==> config.mk <==
export PLATFORM = sky130hd
export DESIGN_NAME = compress_pipe
export DESIGN_NICKNAME = d
export VERILOG_FILES = /design/src/rtl/barrett_reduction.sv /design/src/rtl/compress_pipe.sv
export SDC_FILE = /design/constraint.sdc
export NUM_CORES = 1
export LEC_CHECK = 0
export ABC_CLOCK_PERIOD_IN_PS = 26700
export CORE_ASPECT_RATIO = 0.5
export CORE_MARGIN = 2
export CORE_UTILIZATION = 60
export CTS_BUF_LIST = sky130_fd_sc_hd__clkbuf_8
export DETAILED_ROUTE_END_ITERATION = 10
export PLACE_DENSITY = 0.83
export REMOVE_ABC_BUFFERS = 1
export SLEW_MARGIN = 30
export SYNTH_ARGS = -nofsm -noshare
export SYNTH_HDL_FRONTEND = slang
export SYNTH_SLANG_ARGS = --single-unit
==> constraint.sdc <==
create_clock -name clk -period 26.7 [get_ports clk]
set_input_delay 6.675 -clock clk [delete_from_list [all_inputs] [get_ports clk]]
set_output_delay 6.675 -clock clk [all_outputs]
set_load 0.01 [all_outputs]
==> src/rtl/barrett_reduction.sv <==
// rtl/barrett_reduction.sv - combinational Barrett divider: inv = floor(x/PRIME), r = x mod PRIME
module barrett_reduction #(
    parameter int PRIME    = 3329,
    parameter int REG_SIZE = $clog2(PRIME)
) (
    input  logic [2*REG_SIZE-1:0] x,
    output logic [REG_SIZE-1:0]   r,
    output logic [2*REG_SIZE-1:0] inv
);
    localparam int DIVW = 2 * REG_SIZE;
    localparam logic [DIVW-1:0] QW = DIVW'(PRIME);
    localparam logic [DIVW-1:0] MU = DIVW'((64'd1 << DIVW) / 64'(PRIME));

    logic [DIVW-1:0] q0;
    logic [DIVW-1:0] r0;
    logic [DIVW-1:0] r_acc;
    logic [DIVW-1:0] q_acc;

    assign q0 = DIVW'(({{DIVW{1'b0}}, x} * {{DIVW{1'b0}}, MU}) >> DIVW);
    assign r0 = x - DIVW'(q0 * QW);

    // The truncated estimate undershoots the true quotient by at most two
    always_comb begin
        r_acc = r0;
        q_acc = q0;
        for (int i = 0; i < 2; i++) begin
            if (r_acc >= QW) begin
                r_acc = r_acc - QW;
                q_acc = q_acc + DIVW'(1);
            end
        end
    end

    assign r   = REG_SIZE'(r_acc);
    assign inv = q_acc;
endmodule

==> src/rtl/compress_pipe.sv <==
// rtl/compress_pipe.sv - two-stage ML-KEM Compress_d pipeline with valid/ready handshake
module compress_pipe #(
    parameter int PRIME    = 3329,
    parameter int REG_SIZE = $clog2(PRIME),
    parameter int D_MAX    = 11,
    parameter int DW       = 4
) (
    input  logic                clk,
    input  logic                reset_n,
    input  logic                zeroize,
    input  logic                in_valid,
    output logic                in_ready,
    input  logic [REG_SIZE-1:0] in_data,
    input  logic [DW-1:0]       in_d,
    input  logic                in_last,
    output logic                out_valid,
    input  logic                out_ready,
    output logic [REG_SIZE-1:0] out_data,
    output logic                out_last,
    output logic                out_err,
    output logic                busy
);
    localparam int DIVW = 2 * REG_SIZE;

    logic                ready_en;
    logic                s1_valid;
    logic [DIVW-1:0]     s1_div;
    logic [DW-1:0]       s1_d;
    logic                s1_last;
    logic                s1_err;

    logic                s2_adv;
    logic                s1_adv;
    logic                accept;
    logic                err_in;
    logic [DIVW-1:0]     div_in;
    logic [DIVW-1:0]     quot;
    logic [REG_SIZE-1:0] unused_r;
    logic                unused_bits;
    logic [REG_SIZE-1:0] mask;

    assign s2_adv   = !out_valid || out_ready;
    assign s1_adv   = !s1_valid || s2_adv;
    assign in_ready = ready_en && !zeroize && s1_adv;
    assign accept   = in_valid && in_ready;
    assign busy     = s1_valid || out_valid;

    assign err_in = (in_d == '0) || (in_d > DW'(D_MAX)) || (in_data >= REG_SIZE'(PRIME));
    assign div_in = err_in ? '0 : (DIVW'(in_data) << in_d) + DIVW'(PRIME >> 1);
    assign mask   = (REG_SIZE'(1) << s1_d) - REG_SIZE'(1);

    barrett_reduction #(
        .PRIME    (PRIME),
        .REG_SIZE (REG_SIZE)
    ) u_barrett (
        .x   (s1_div),
        .r   (unused_r),
        .inv (quot)
    );

    // Only the quotient feeds the result; the remainder and high quotient bits are dropped
    assign unused_bits = ^{unused_r, quot[DIVW-1:REG_SIZE]};

    always_ff @(posedge clk or negedge reset_n) begin
        if (!reset_n) begin
            ready_en  <= 1'b0;
            s1_valid  <= 1'b0;
            s1_div    <= '0;
            s1_d      <= '0;
            s1_last   <= 1'b0;
            s1_err    <= 1'b0;
            out_valid <= 1'b0;
            out_data  <= '0;
            out_last  <= 1'b0;
            out_err   <= 1'b0;
        end else if (zeroize) begin
            ready_en  <= 1'b1;
            s1_valid  <= 1'b0;
            s1_div    <= '0;
            s1_d      <= '0;
            s1_last   <= 1'b0;
            s1_err    <= 1'b0;
            out_valid <= 1'b0;
            out_data  <= '0;
            out_last  <= 1'b0;
            out_err   <= 1'b0;
        end else begin
            ready_en <= 1'b1;
            if (s1_adv) begin
                s1_valid <= accept;
                if (accept) begin
                    s1_div  <= div_in;
                    s1_d    <= in_d;
                    s1_last <= in_last;
                    s1_err  <= err_in;
                end
            end
            if (s2_adv) begin
                out_valid <= s1_valid;
                if (s1_valid) begin
                    out_data <= s1_err ? '0 : (quot[REG_SIZE-1:0] & mask);
                    out_last <= s1_last;
                    out_err  <= s1_err;
                end
            end
        end
    end
endmodule

==> results.yml <==
sta:
  setup_tns_ns: 0
  setup_slack_ns: 11.52
  drv_slew: 0
  fin_crit_sh_pct: 56.9
  clock_skew_ns: 0.0131
  rsz0062_at_grt: "no"
  tightest_slew_ns: 0.928
  relSlewSlack_pct: 37.7
  hold_violations: 0
  period_minus_slack_ns: 15.18
  setup_viol: 0
  fmax_mhz: 65.9
yosys:
  ys_warn_count: 0
  synthTopCellsByArea: "fa_1 26%, ha_1 22%, dfrtp_1 9.6%, inv_1 7.3%, a21oi_1 2.8%"
  ys_async_sr_fraction_pct: 100
  synthCells: 1322
  syn-cell-area_um2: 12200
  synth_top_area_share_pct: 25.6
  ys_types: 93
  syn_area_per_cell_um2: 9.24
  synth-main-ff-cell: "dfrtp_1"
  yosys.area.top_type: "fa_1"
  ys_seq_elements: 47
  synth_edf_count: 0
  yosysSeqAreaShare_pct: 9.63
route:
  drt-pass1-iter-count: 7
  drc: 0
  vias: 9563
  drt_wl_total_mm: 28.7
  vias_per_cell: 5.97
  ant_nets: 0
  drtIter0Drc: 671
  wire_per_inst_um: 17.9
place:
  pre_cts_slack_ns: 11.67
  dp_cells: 1594
  gp_congestion: 0.949
  hpwlAfterDp_mm: 24.7
  port_buffers: 38
setup_path:
  cp.required_ns: 20.02
  critPathArrivalTime_ns: 8.51
  critPathMaxStageDelay_ns: 0.64
  startpoint_type: "input port"
  crit_path_frequent_cell: "clkdlybuf4s50_1"
  crit_type: "in2out"
  path_buf_inv: 2
  path_cells: "clkdlybuf4s50_1, nand2b_1, a21oi_1, clkdlybuf4s50_1"
  path_max_fanout: 13
  critPathTopFamily: "buffers and inverters"
  critPathSlowestCell: "clkdlybuf4s50_1"
  crit_path_end_kind: "primary output"
global_route:
  antenna_found_initial: 0
  track_usage_pct: 28.5
  grt_max_degree: 48
  grt_overflow: 0
  grt_pass1_vias: 9793
  grt_pass1_wl_mm: 48.5
min_path:
  hold_path.class: "reg2reg"
cts:
  cts_max_level: 2
  clk_pin_slew_ns: 0.10
  clkLatencyLatePin_ns: 0.32
  clkSinkCount: 47
  cts_buffers: 5
  cts_tree: "done"
  cts_resized: 0
  ctsHoldBuffers: 0
  cts_setup_buffers: 0
  cts-root-buf: "clkbuf_8"
  cts_buffer_depth: 2
finish:
  num_antenna_cells: 0
  final_common_cell: "inv_1"
  layout_common_cells: "238 x inv_1, 211 x ha_1, 156 x fa_1"
  final_cells: 1602
  drive_gt1_share_pct: 4.49
  finalNetCount: 1724
  syn_to_final_growth_pct: 5.73
die:
  die_width_um: 206
  initial_utilization_pct: 61.9
  ios: 39
  fp-row-count: 36
  die_area_um2: 21600
  core_um2: 19700
  die_h_um: 105
run_status:
  status: "complete, no violations"
power:
  power_uw: 1220
  p_leak_uw: 0.00691
  power.density_nw_per_um2: 94.6
  peakVddDrop_mv: 0.106
run:
  cap_violations: 0
==> area by class of cell <==
| type | instances | area [um^2] |
|---|---|---|
| clock buffer | 5 | 68.8 |
| clock inverter | 3 | 26.3 |
| fill | 1606 | 6810 |
| inverter | 239 | 897 |
| multi-input combinational | 1002 | 10000 |
| sequential | 47 | 1180 |
| tap | 266 | 333 |
| timing repair buffer | 40 | 393 |
==> synthesized netlist by cell type (7+ instances only) <==
cell type / n
inv_1: 238
ha_1: 211
fa_1: 156
nand2_1: 86
a21oi_1: 69
nor2_1: 54
dfrtp_1: 47
o21ai_0: 43
xnor2_1: 36
mux2i_1: 31
clkbuf_1: 27
xor2_1: 25
nand3_1: 22
nor3_1: 17
and3_1: 14
a21o_1: 12
a22o_1: 11
nand4_1: 11
o211ai_1: 11
and2_1: 10
nor2b_1: 10
nand2b_1: 9
a31oi_1: 8
mux2_2: 7
o31ai_1: 7
or3_1: 7
==> per-stage QoR <==
step | util (%) | hold slack, ns | area, um^2
floorplan | - | 0.490 | 12100
global placement | 64.9 | 0.469 | 12800
detailed placement | 64.9 | 0.474 | 12800
CTS | 65.4 | 0.496 | 12900
global route | 65.5 | 0.522 | 12900
finish | 65.5 | 0.497 | 12900
==> worst reg2reg max path, delay by kind of cell (launching register included) <==
kind | cells | cell delay [ns]
compound gates | 9 | 2.36
xor+xnor | 1 | 0.69
fa+ha+maj | 13 | 5.48
buf+inv | 8 | 0.98
flops | 1 | 0.46
mux | 1 | 0.40
simple gates | 7 | 2.22
==> cell families (layout without fill, tap and decap cells) <==
logic type               count (synthesis)  in the layout  share of synthesized area (%)
AND/OR/NAND/NOR                        281            281                           12.0
adder cells (fa/ha/maj)                368            368                           47.3
multiplexers                            41             41                           3.68
XOR/XNOR                                63             63                           4.64
flip-flops                              47             47                           9.63
other                                    1              1                         0.0307
buffers and inverters                  273            287                           8.54
AO/OA/AOI/OAI                          248            248                           14.2
==> per-layer routing <==
layer / global-route usage (%) / part of all wire (%) / up-vias
met5: 0 / 0 / -
met4: 5.56 / 1.3 / 0
met3: 3.99 / 6.9 / 31
met2: 45.7 / 45 / 283
met1: 41.4 / 47 / 4715
li1: - / - / 4534
==> power breakdown <==
group / internal (uW) / switching [uW]
Clock: 19.3 / 27.6
Sequential: 73.0 / 6.81
Combinational: 426 / 670
Total: 518 / 704
==> worst paths after layout <==
| kind | to | slack (ns) | from | cells after the start |
|---|---|---|---|---|
| worst min-delay path | out_data[6]$_DFFE_PN0P_ | 0.50 | out_data[6]$_DFFE_PN0P_ | 2 |
| worst min register to register | out_data[6]$_DFFE_PN0P_ | 0.50 | out_data[6]$_DFFE_PN0P_ | 2 |
| worst max-delay path | in_ready | 11.52 | zeroize | 4 |
| min in group asynchronous | out_data[1]$_DFFE_PN0P_ | 6.34 | reset_n | 1 |
| worst max register to register | out_data[10]$_DFFE_PN0P_ | 14.02 | s1_div[21]$_DFFE_PN0P_ | 39 |
| max in group asynchronous | s1_div[0]$_DFFE_PN0P_ | 19.96 | reset_n | 1 |
==> flip-flops by register name, summed over array words and instances, names as in the netlist <==
register	flops
out_data	12
s1_valid	1
out_err	1
ready_en	1
s1_last	1
s1_div	24
s1_d	4
out_valid	1
s1_err	1
out_last	1
Note: power is estimated with default switching activity, not from simulation.
